`src/rtl/encoder_pkg.sv`:
```
// Shared constants, FSM state type and debug view for the sequential 4-to-2 encoder.
package encoder_pkg;
  localparam int N_LINES = 4;
  localparam int CODE_W  = 2;

  typedef enum logic {
    IDLE = 1'b0,
    EMIT = 1'b1
  } state_t;

  // Internal state exposed for checkers; ptr stays 2'b11 when round-robin is off.
  typedef struct packed {
    state_t              state;
    logic [N_LINES-1:0]  pending;
    logic [CODE_W-1:0]   ptr;
  } dbg_t;
endpackage

```
`src/rtl/encoder_4to2_seq_prio_sel.sv`:
```
// Combinational selector: first set bit of mask strictly after ptr, wrapping 3 to 0.
// With ptr = 2'b11 this is plain fixed priority (index 0 highest).
module prio_sel
  import encoder_pkg::*;
(
  input  logic [N_LINES-1:0] mask,
  input  logic [CODE_W-1:0]  ptr,
  output logic [CODE_W-1:0]  index,
  output logic               any_set
);

  logic [CODE_W-1:0] cand;

  always_comb begin
    index   = '0;
    cand    = '0;
    any_set = |mask;
    // Scan farthest-to-nearest so the candidate closest after ptr wins.
    for (int k = N_LINES; k >= 1; k--) begin
      cand = ptr + CODE_W'(k);
      if (mask[cand]) index = cand;
    end
  end

endmodule

```
`src/rtl/encoder_4to2_seq.sv`:
```
// Sequential 4-to-2 encoder: captures a batch of active-low requests and emits their
// codes one per valid/ready handshake. Define ENCODER_RR_EN for round-robin selection.
//
// Handshake: out_valid is high exactly while in EMIT; a code transfers on any rising
// edge where out_valid && out_ready; Y/last/pending hold while out_ready is low.
module encoder_4to2_seq
  import encoder_pkg::*;
(
  input  logic               clk,
  input  logic               rst,
  input  logic [N_LINES-1:0] D_n,
  input  logic               E_n,
  output logic [CODE_W-1:0]  Y,
  output logic               out_valid,
  input  logic               out_ready,
  output logic               last,
  output logic               busy,
  output dbg_t               dbg
);

  state_t             state, state_next;
  logic [N_LINES-1:0] pending, pending_next;
  logic [CODE_W-1:0]  ptr;
  logic [CODE_W-1:0]  index;
  logic               any_set;
  logic               hs;

  prio_sel u_prio_sel (
    .mask    (pending),
    .ptr     (ptr),
    .index   (index),
    .any_set (any_set)
  );

  assign out_valid = (state == EMIT);
  assign hs        = out_valid && out_ready && any_set;

  always_ff @(posedge clk or posedge rst) begin
    if (rst) begin
      state   <= IDLE;
      pending <= '0;
    end else begin
      state   <= state_next;
      pending <= pending_next;
    end
  end

  always_comb begin
    state_next   = state;
    pending_next = pending;
    case (state)
      IDLE: begin
        if (!E_n && (~D_n != '0)) begin
          pending_next = ~D_n;
          state_next   = EMIT;
        end
      end
      EMIT: begin
        if (hs) begin
          pending_next = pending & ~(N_LINES'(1) << index);
          if (pending_next == '0) state_next = IDLE;
        end
      end
      default: begin
        state_next   = IDLE;
        pending_next = '0;
      end
    endcase
  end

`ifdef ENCODER_RR_EN
  // Pointer survives across batches so service rotates between captures too.
  logic [CODE_W-1:0] ptr_q;

  always_ff @(posedge clk or posedge rst) begin
    if (rst)     ptr_q <= 2'b11;
    else if (hs) ptr_q <= index;
  end

  assign ptr = ptr_q;
`else
  assign ptr = 2'b11;
`endif

  assign Y    = out_valid ? index : '0;
  assign last = out_valid && $onehot(pending);
  assign busy = out_valid;

  assign dbg.state   = state;
  assign dbg.pending = pending;
  assign dbg.ptr     = ptr;

endmodule

```
`config.mk`:
```
export PLATFORM = sky130hd
export DESIGN_NAME = encoder_4to2_seq
export DESIGN_NICKNAME = d
export VERILOG_FILES = /design/src/rtl/encoder_pkg.sv /design/src/rtl/encoder_4to2_seq_prio_sel.sv /design/src/rtl/encoder_4to2_seq.sv
export SDC_FILE = /design/constraint.sdc
export NUM_CORES = 1
export LEC_CHECK = 0
export BUFFER_PORTS_ARGS = -buffer_cell sky130_fd_sc_hd__buf_2
export CORE_AREA = 4 4 41 43
export CTS_BUF_LIST = sky130_fd_sc_hd__clkbuf_4 sky130_fd_sc_hd__clkbuf_8 sky130_fd_sc_hd__clkbuf_16
export DETAILED_ROUTE_END_ITERATION = 6
export DIE_AREA = 0 0 45 47
export HOLD_SLACK_MARGIN = 0.08
export SLEW_MARGIN = 40
export SYNTH_ARGS = -nofsm -noshare
export SYNTH_HDL_FRONTEND = slang
export SYNTH_SLANG_ARGS = --single-unit
```
`constraint.sdc`:
```
create_clock -name clk -period 2.17 [get_ports clk]
set_input_delay 0.434 -clock clk [delete_from_list [all_inputs] [get_ports clk]]
set_output_delay 0.434 -clock clk [all_outputs]
set_load 0.01 [all_outputs]
```
# After elaboration in Yosys (flattened, before gate mapping)
# Cells that the tools add are included.
totals:
  ff_bits: 5
  wordCells: 34
  inputBits: 8
  output_inout_bits: 12
classes:
  n_shift: 1
  n_mux: 12
  bitwise: 4
  n_reduce_logical: 9
  eq_ne: 3
  addsub: 3
ops:
  columns: ["cell", "n"]
  rows:
  - ["2-bit 2-to-1 mux", 5]
  - ["4-bit 2-to-1 mux", 2]
  - ["4-bit inverter", 2]
  - ["4-bit one-hot mux with 2 select lines", 1]
  - ["1-bit by 1-bit adder with 2-bit output", 2]
  - ["4-bit bitwise AND", 1]
  - ["1-bit logical AND", 4]
  - ["4-bit zero test", 1]
  - ["4-bit nonzero test", 1]
  - ["4-bit OR reduction", 1]
  - ["1-bit by 2-bit << shifter with 4-bit output (first input constant)", 1]
  - ["2-bit by 2-bit adder with 3-bit output", 1]
  - ["3-bit by 1-bit == test with 1-bit output (second input constant)", 1]
  - ["1-bit 2-to-1 mux", 3]
  - ["2-bit by 1-bit inequality test with 1-bit output (second input constant)", 1]
  - ["2-bit inequality test (second input constant)", 1]
  - ["1-bit one-hot mux with 2 select lines", 1]
  - ["2-bit AND reduction", 1]
  - ["1-bit zero test", 1]
  - ["1-bit inverter", 1]

# Longest topological paths before layout
# Gate-level depths: netlist (run 1).
logic_depth:
  ltp_word: 11
  ltp_mapped: 6
  depth_no_buf: 6

# Cells and area by module
# From an unflattened synthesis (run 1), not the netlist that was laid out.
hier_totals:
  hier_cells: 62
  area_unflattened_um2: 514.2
by_module_without_submodules:
  columns: ["mod", "area_per_inst_um2", "instances", "seq_area_each_um2", "cells_each"]
  rows:
  - ["encoder_4to2_seq", 422.9, 1, 125.1, 48]
  - ["prio_sel", 91.3, 1, 0.0, 14]

# Worst setup path before layout (run 1)
# Ideal clock, no wire load.
synth_timing:
  kind: "reg-to-output"
  from: "reg pending[0]"
  to: "out last"
  slack_ps: -116
  stages_incl_launch_ff: 7
  required_ps: 1736
  path_buffers: 0
  t_arrival_ps: 1852
  cell_sequence: "dfrtp_1 inv_1 fa_1 inv_1 ha_1 ha_1 nor3_1"
synth_via:
  elab_chain_len: 4
synth_lines:
  columns: ["element", "line", "source"]
  rows:
  - ["from (decl)", "encoder_4to2_seq.sv:22", "logic [N_LINES-1:0] pending, pending_next;"]
  - ["from (signal assigned)", "encoder_4to2_seq.sv:44", "pending <= pending_next;"]
  - ["1-bit by 1-bit adder with 2-bit output (not written as such)", "encoder_4to2_seq.sv:86", "assign last = out_valid && $onehot(pending);"]
  - ["2-bit by 2-bit adder with 3-bit output (not written as such)", "encoder_4to2_seq.sv:86", null]
  - ["3-bit by 1-bit == test with 1-bit output", "encoder_4to2_seq.sv:86", null]
  - ["1-bit logical AND", "encoder_4to2_seq.sv:86", null]
  - ["to (decl)", "encoder_4to2_seq.sv:16", "output logic last,"]
# No other way between the ends.

# Final worst setup path (run 1)
# Same ends and word-level chain as after synthesis.

==> out/metrics.cfg, run 1 <==
[final_layout]
area_growth_pct=38.38
layout-drive-gt1-share_pct=48.65
nFillCells=137
antennaDiodeCount=0
seqCellArea_um2=126.4
layout.nets=88
multi_input_area_um2=302.8

[clocking]
clkSinkCount=5
cts_tree=done
cts_buffer_depth=2
clk_pin_slew_ns=0.04
clkLatencyLatePin_ns=0.23
cts_root_buf=clkbuf_4
htreeDepth=1
cts_buffers=3

[global_routing]
grt_max_degree=16
grt_overflow=0
use_met1_pct=13.69
antenna_found_initial=0
grtUsageMet2_pct=19.49
grt_use_total_pct=12.09
top_usage_layer=met2
met3_usage_pct=3.448
grt_pass1_wl_mm=1.766
grt_pass1_vias=419

[synth]
yosysWarnings=0
netlist_area_um2=462.9
synth_compound_area_share_pct=20.81
yosys.area_share.adder_pct=15.14
synth-xor-area-share_pct=0
ys_types=27
yosysMostFrequentCell=inv_1
synth-seq-cells=5
seq_area_frac_synth_pct=27.03
synthMuxAreaShare_pct=0
synthCells=51
synthTopCellsByCount=inv_1 (8), dfrtp_1 (5), nor3_1 (5)
synth_edf_count=0
yosysTopAreaCellShare_pct=27.03
synth_top_family_by_area=compound AO/OA/AOI/OAI gates
synthTopCellsByArea=dfrtp_1 (27%), ha_1 (11%), buf_4 (6.5%), inv_1 (6.5%), nor3_1 (5.4%)
async_flop_share_pct=100.0
yosys.area_share.simple_pct=20.81
synth_top_area_cell=dfrtp_1
ys.flop_type=dfrtp_1
syn_area_per_cell_um2=9.077

[power_and_ir_drop]
power_frac_clock_pct=10.3
leakage_nw=0.3198
comb_power_share_pct=70.6
powerDensity_nw_per_um2=1743
p_switching_w=0.0004985
internal_power_w=0.0006182
switching_share_pct=44.64
seq_power_share_pct=19.1
peakVddDrop_mv=0.8173

[die]
die_y_um=47
start_util_pct=35.58
placeableCoreArea_um2=1301
die_area_um2=2115
num_rows=13
die_x_um=45
io_pins=20

[routing]
avgRoutedWirePerCell_um=12.37
remaining_drc_errors=0
vias_per_cell=4.787
vias=426
drtAntennaViolNets=0
wirelength_mm=1.101
drtIter0Drc=4
firstDrtPassIters=4

[critical_path]
cp.required_ns=1.74
path_max_fanout=3
crit_type=flop to output pin
cp_data_arrival_time_ns=1.84
cp-end-kind=output pin
cp-start-kind=flop

[placement]
io_buffers=17
dp_hpwl_um=908
place_congestion=0.7431

[status]
failed_checks=setup timing
outcome=complete, but fails checks

[sta]
worst_slack_ns=-0.1069
tns_ns=-0.1069
fmax_ghz=0.4392
period_minus_slack_ns=2.277
setup_violations=1
rsz0062_at_grt=yes
holdWs_ns=0.5605
slew_violations=0
post-route-period-util_pct=104.9
finalHoldViolations=0
skew_ns=0.0009284

[flow_run]
max_cap_violations=0

[min_path]
hold_path_class=primary input to flop

[power by group through the flow]
stage               registers, W  logic, W  clock network [W]
finish                  0.000214  0.000788           0.000115
CTS                     0.000215  0.000763           0.000120
global route            0.000223  0.000884           0.000127
global placement        0.000207  0.000670                  0
floorplan               0.000221  0.000446                  0
detailed placement      0.000210  0.000681                  0
[layer usage]
metal	share of wire (%)	vias up
met4	0	0
met2	50	9
met1	44	191
met5	0	-
li1	-	226
met3	5.9	0
[sequential cells by signal (all words and copies together) (netlist names)]
signal and flops:
busy 1, pending 4
[cells by family (layout without fill, tap and decap cells)]
logic type	after synthesis	after routing
buf+inv	13	35
simple gates	15	15
flops	5	5
other cells	1	2
fa+ha+maj	5	5
compound gates	12	12
[final timing paths]
check | slack (ns) | end | cells past startpoint | from
worst max-delay path | -0.11 | last | 7 | pending[0]
worst min-delay path | 0.56 | pending[0] | 3 | D_n[0]
worst max register to register | 0.57 | pending[1] | 6 | pending[1]
worst min register to register | 0.72 | busy | 3 | pending[3]
max in group asynchronous | 1.37 | pending[0] | 3 | rst
min in group asynchronous | 0.63 | pending[2] | 3 | rst
[metrics by stage]
| stage | util, % | worst slack [ns] | instances | total power [W] | instance area [µm²] |
|---|---|---|---|---|---|
| finish | 49.23 | -0.1069 | 89 | 0.001117 | 640.6 |
| global route | 49.23 | -0.2243 | 89 | 0.001234 | 640.6 |
| CTS | 48.46 | -0.1758 | 88 | 0.001099 | 630.6 |
| detailed placement | 43.46 | 0.02873 | 83 | 0.0008908 | 565.5 |
| global placement | 43.46 | 0.08239 | 83 | 0.0008774 | 565.5 |
| floorplan | - | 0.04852 | 52 | 0.0006673 | 473.0 |
[cell type report]
cell class / instances / share of cell area [%]
Tap cell: 15 / 2.930
Inverter: 8 / 4.688
Multi-Input combinational cell: 34 / 47.27
Sequential cell: 5 / 19.73
Timing Repair Buffer: 23 / 20.70
Clock buffer: 4 / 4.688
[layout by cell type, fill, tap and decap left out, types with 2 or more instances in the layout]
cell,count
ha_4,2
dfrtp_1,4
ha_1,2
buf_4,5
a21oi_1,3
buf_2,17
inv_2,2
conb_1,2
inv_1,6
clkbuf_4,4
nor3_1,4
[critical path: stages (launching register included)]
cell     delay, ns
dfrtp_2       0.36
inv_2         0.05
fa_1          0.54
inv_2         0.05
ha_4          0.25
nand2_2       0.05
nor3_2        0.17
buf_2         0.14
[repair_timing]
action | in CTS | in global routing
setup buffers | 0 | 1
pin swaps | 2 | 1
resized for setup | 5 | 1
hold buffers | 1 | 0
hold endpoints to repair | 5 | 0
endpoints found under the setup margin | 1 | 1
Note: power is estimated with default switching activity, not from simulation.
==> inputs of run 2 (changes only) <==
--- a/config.mk
+++ b/config.mk
@@ -10,6 +10,7 @@
 export CTS_BUF_LIST = sky130_fd_sc_hd__clkbuf_4 sky130_fd_sc_hd__clkbuf_8 sky130_fd_sc_hd__clkbuf_16
 export DETAILED_ROUTE_END_ITERATION = 6
 export DIE_AREA = 0 0 45 47
+export GPL_TIMING_DRIVEN = 0
 export HOLD_SLACK_MARGIN = 0.08
 export SLEW_MARGIN = 40
 export SYNTH_ARGS = -nofsm -noshare
==> run 2 against run 1 <==
Global-route usage is 1.7 points higher. Final area up 6.4%. Sequential cell count is the same. Via count grew 12%. Combinational power grew 7.7%. The run still ends with setup timing left. Core utilization grew 3.2 points. Worst setup slack better by 0.012 ns. Hold slack got worse by 0.0097 ns. First-iteration DRC count rose to 2.5 times the previous value. Largest cell class unchanged. Non-clock buffer count is 5 higher. Critical endpoint unchanged. Critical path type unchanged. Die area unchanged.
==> out/metrics.cfg, run 2 (synthesis results as in run 1) <==
[final_layout]
area_growth_pct=47.30
layout.nets=93
layout-drive-gt1-share_pct=54.43
largest_reg_flops=4
fin_area_um2=681.9
top_register=pending
antennaDiodeCount=0
final_common_cell=buf_2
nFillCells=125
layout_common_cells=buf_2 (17), buf_4 (9)

[power_and_ir_drop]
seq_power_share_pct=17.4
comb_power_share_pct=72.7
total_power_w=0.001169
power_frac_clock_pct=10.0
switching_share_pct=44.51
leakage_nw=0.3403
internal_power_w=0.0006485
powerDensity_nw_per_um2=1714
p_switching_w=0.0005203
peakVddDrop_mv=0.8240

[critical_path]
cp-end-kind=output pin
slowest_stage=fa_1
path_cells=inv_2 > fa_1 > inv_2 > ha_4 > ha_4 > nor3_2 > buf_2
cp_slowest_stage_delay_ns=0.54
cp.required_ns=1.74
cp_data_arrival_time_ns=1.83
path_max_fanout=2
crit_type=flop to output pin
cp-start-kind=flop
rrSetupSlack_ns=0.54

[sta]
holdWs_ns=0.5508
rsz0062_at_grt=yes
post-route-period-util_pct=104.4
skew_ns=0.0008642
finalHoldViolations=0
worst_slack_ns=-0.09453
setup_violations=1
tns_ns=-0.09453
period_minus_slack_ns=2.265
slew_violations=0
fmax_ghz=0.4416

[die]
start_util_pct=35.58
io_pins=20
num_rows=13
die_area_um2=2115
die_y_um=47
placeableCoreArea_um2=1301
die_x_um=45

[placement]
placed_area_um2=576.8
dp_hpwl_um=858.7
place_congestion=0.7357
io_buffers=17
place_ws_ns=-0.01308

[clocking]
clkSinkCount=5
clkLatencyLatePin_ns=0.24
cts_root_buf=clkbuf_4
htreeDepth=1
cts_buffers=3
cts_buffer_depth=2
cts_tree=done
clk_pin_slew_ns=0.04

[routing]
firstDrtPassIters=4
drtIter0Drc=10
remaining_drc_errors=0
drtAntennaViolNets=0
vias_per_cell=5.053
wirelength_mm=1.238
avgRoutedWirePerCell_um=13.17
vias=475

[global_routing]
grtUsageMet2_pct=24.01
antenna_found_initial=0
top_usage_layer=met2
met3_usage_pct=3.831
grt_pass1_vias=518
use_met1_pct=14.92
grt_overflow=0
grt_use_total_pct=13.78
grt_pass1_wl_mm=2.104
grt_max_degree=11

[min_path]
hold_path_class=primary input to flop

[status]
outcome=complete, but fails checks
failed_checks=setup timing

[flow_run]
max_cap_violations=0

run 2: metal layers:
layer / vias up / share of wire, %
met3: 0 / 5.3
met5: - / 0
met1: 227 / 41
met4: 0 / 0
li1: 239 / -
met2: 9 / 54
run 2: critical path: cells and delay by family (launching register included):
family / cells / cell delay (ns)
simple gates: 1 / 0.08
fa+ha+maj: 3 / 0.89
buf+inv: 3 / 0.24
flops: 1 / 0.37
run 2: final cells by class:
type | count | area, µm² | area share [%]
clock buffer | 4 | 30.03 | 4.404
tap | 15 | 18.77 | 2.752
timing repair buffer | 23 | 132.6 | 19.45
buffer | 5 | 41.29 | 6.055
multi-input combinational | 34 | 302.8 | 44.40
sequential | 5 | 126.4 | 18.53
inverter | 8 | 30.03 | 4.404
run 2: power by group through the flow:
stage	Clock, W	Sequential [W]	Combinational [W]
4_1_cts	0.000123	0.000194	0.000795
6_report	0.000116	0.000203	0.000849
3_5_place_dp	0	0.000211	0.000660
2_1_floorplan	0	0.000221	0.000446
5_1_grt	0.000129	0.000212	0.000942
3_3_place_gp	0	0.000213	0.000650
run 2: metrics by stage:
step	utilization, %	instances
CTS	51.44	94
global placement	44.33	84
floorplan	-	52
finish	52.40	94
detailed placement	44.33	84
global route	52.40	94
run 2: final timing paths:
check	from	endpoint	cells past startpoint
max	pending[0]	last	7
min	D_n[0]	pending[0]	3
max reg2reg	pending[0]	pending[1]	6
min reg2reg	pending[0]	pending[0]	2
max in group asynchronous	rst	pending[0]	3
min in group asynchronous	rst	pending[2]	3
run 2: timing repair:
action                                  4_1_cts  5_1_grt
gates resized for setup                       4        4
setup buffers                                 5        0
endpoints found under the hold margin         5        0
hold buffers                                  1        0
endpoints found under the setup margin        1        1
pin swaps                                     3        5
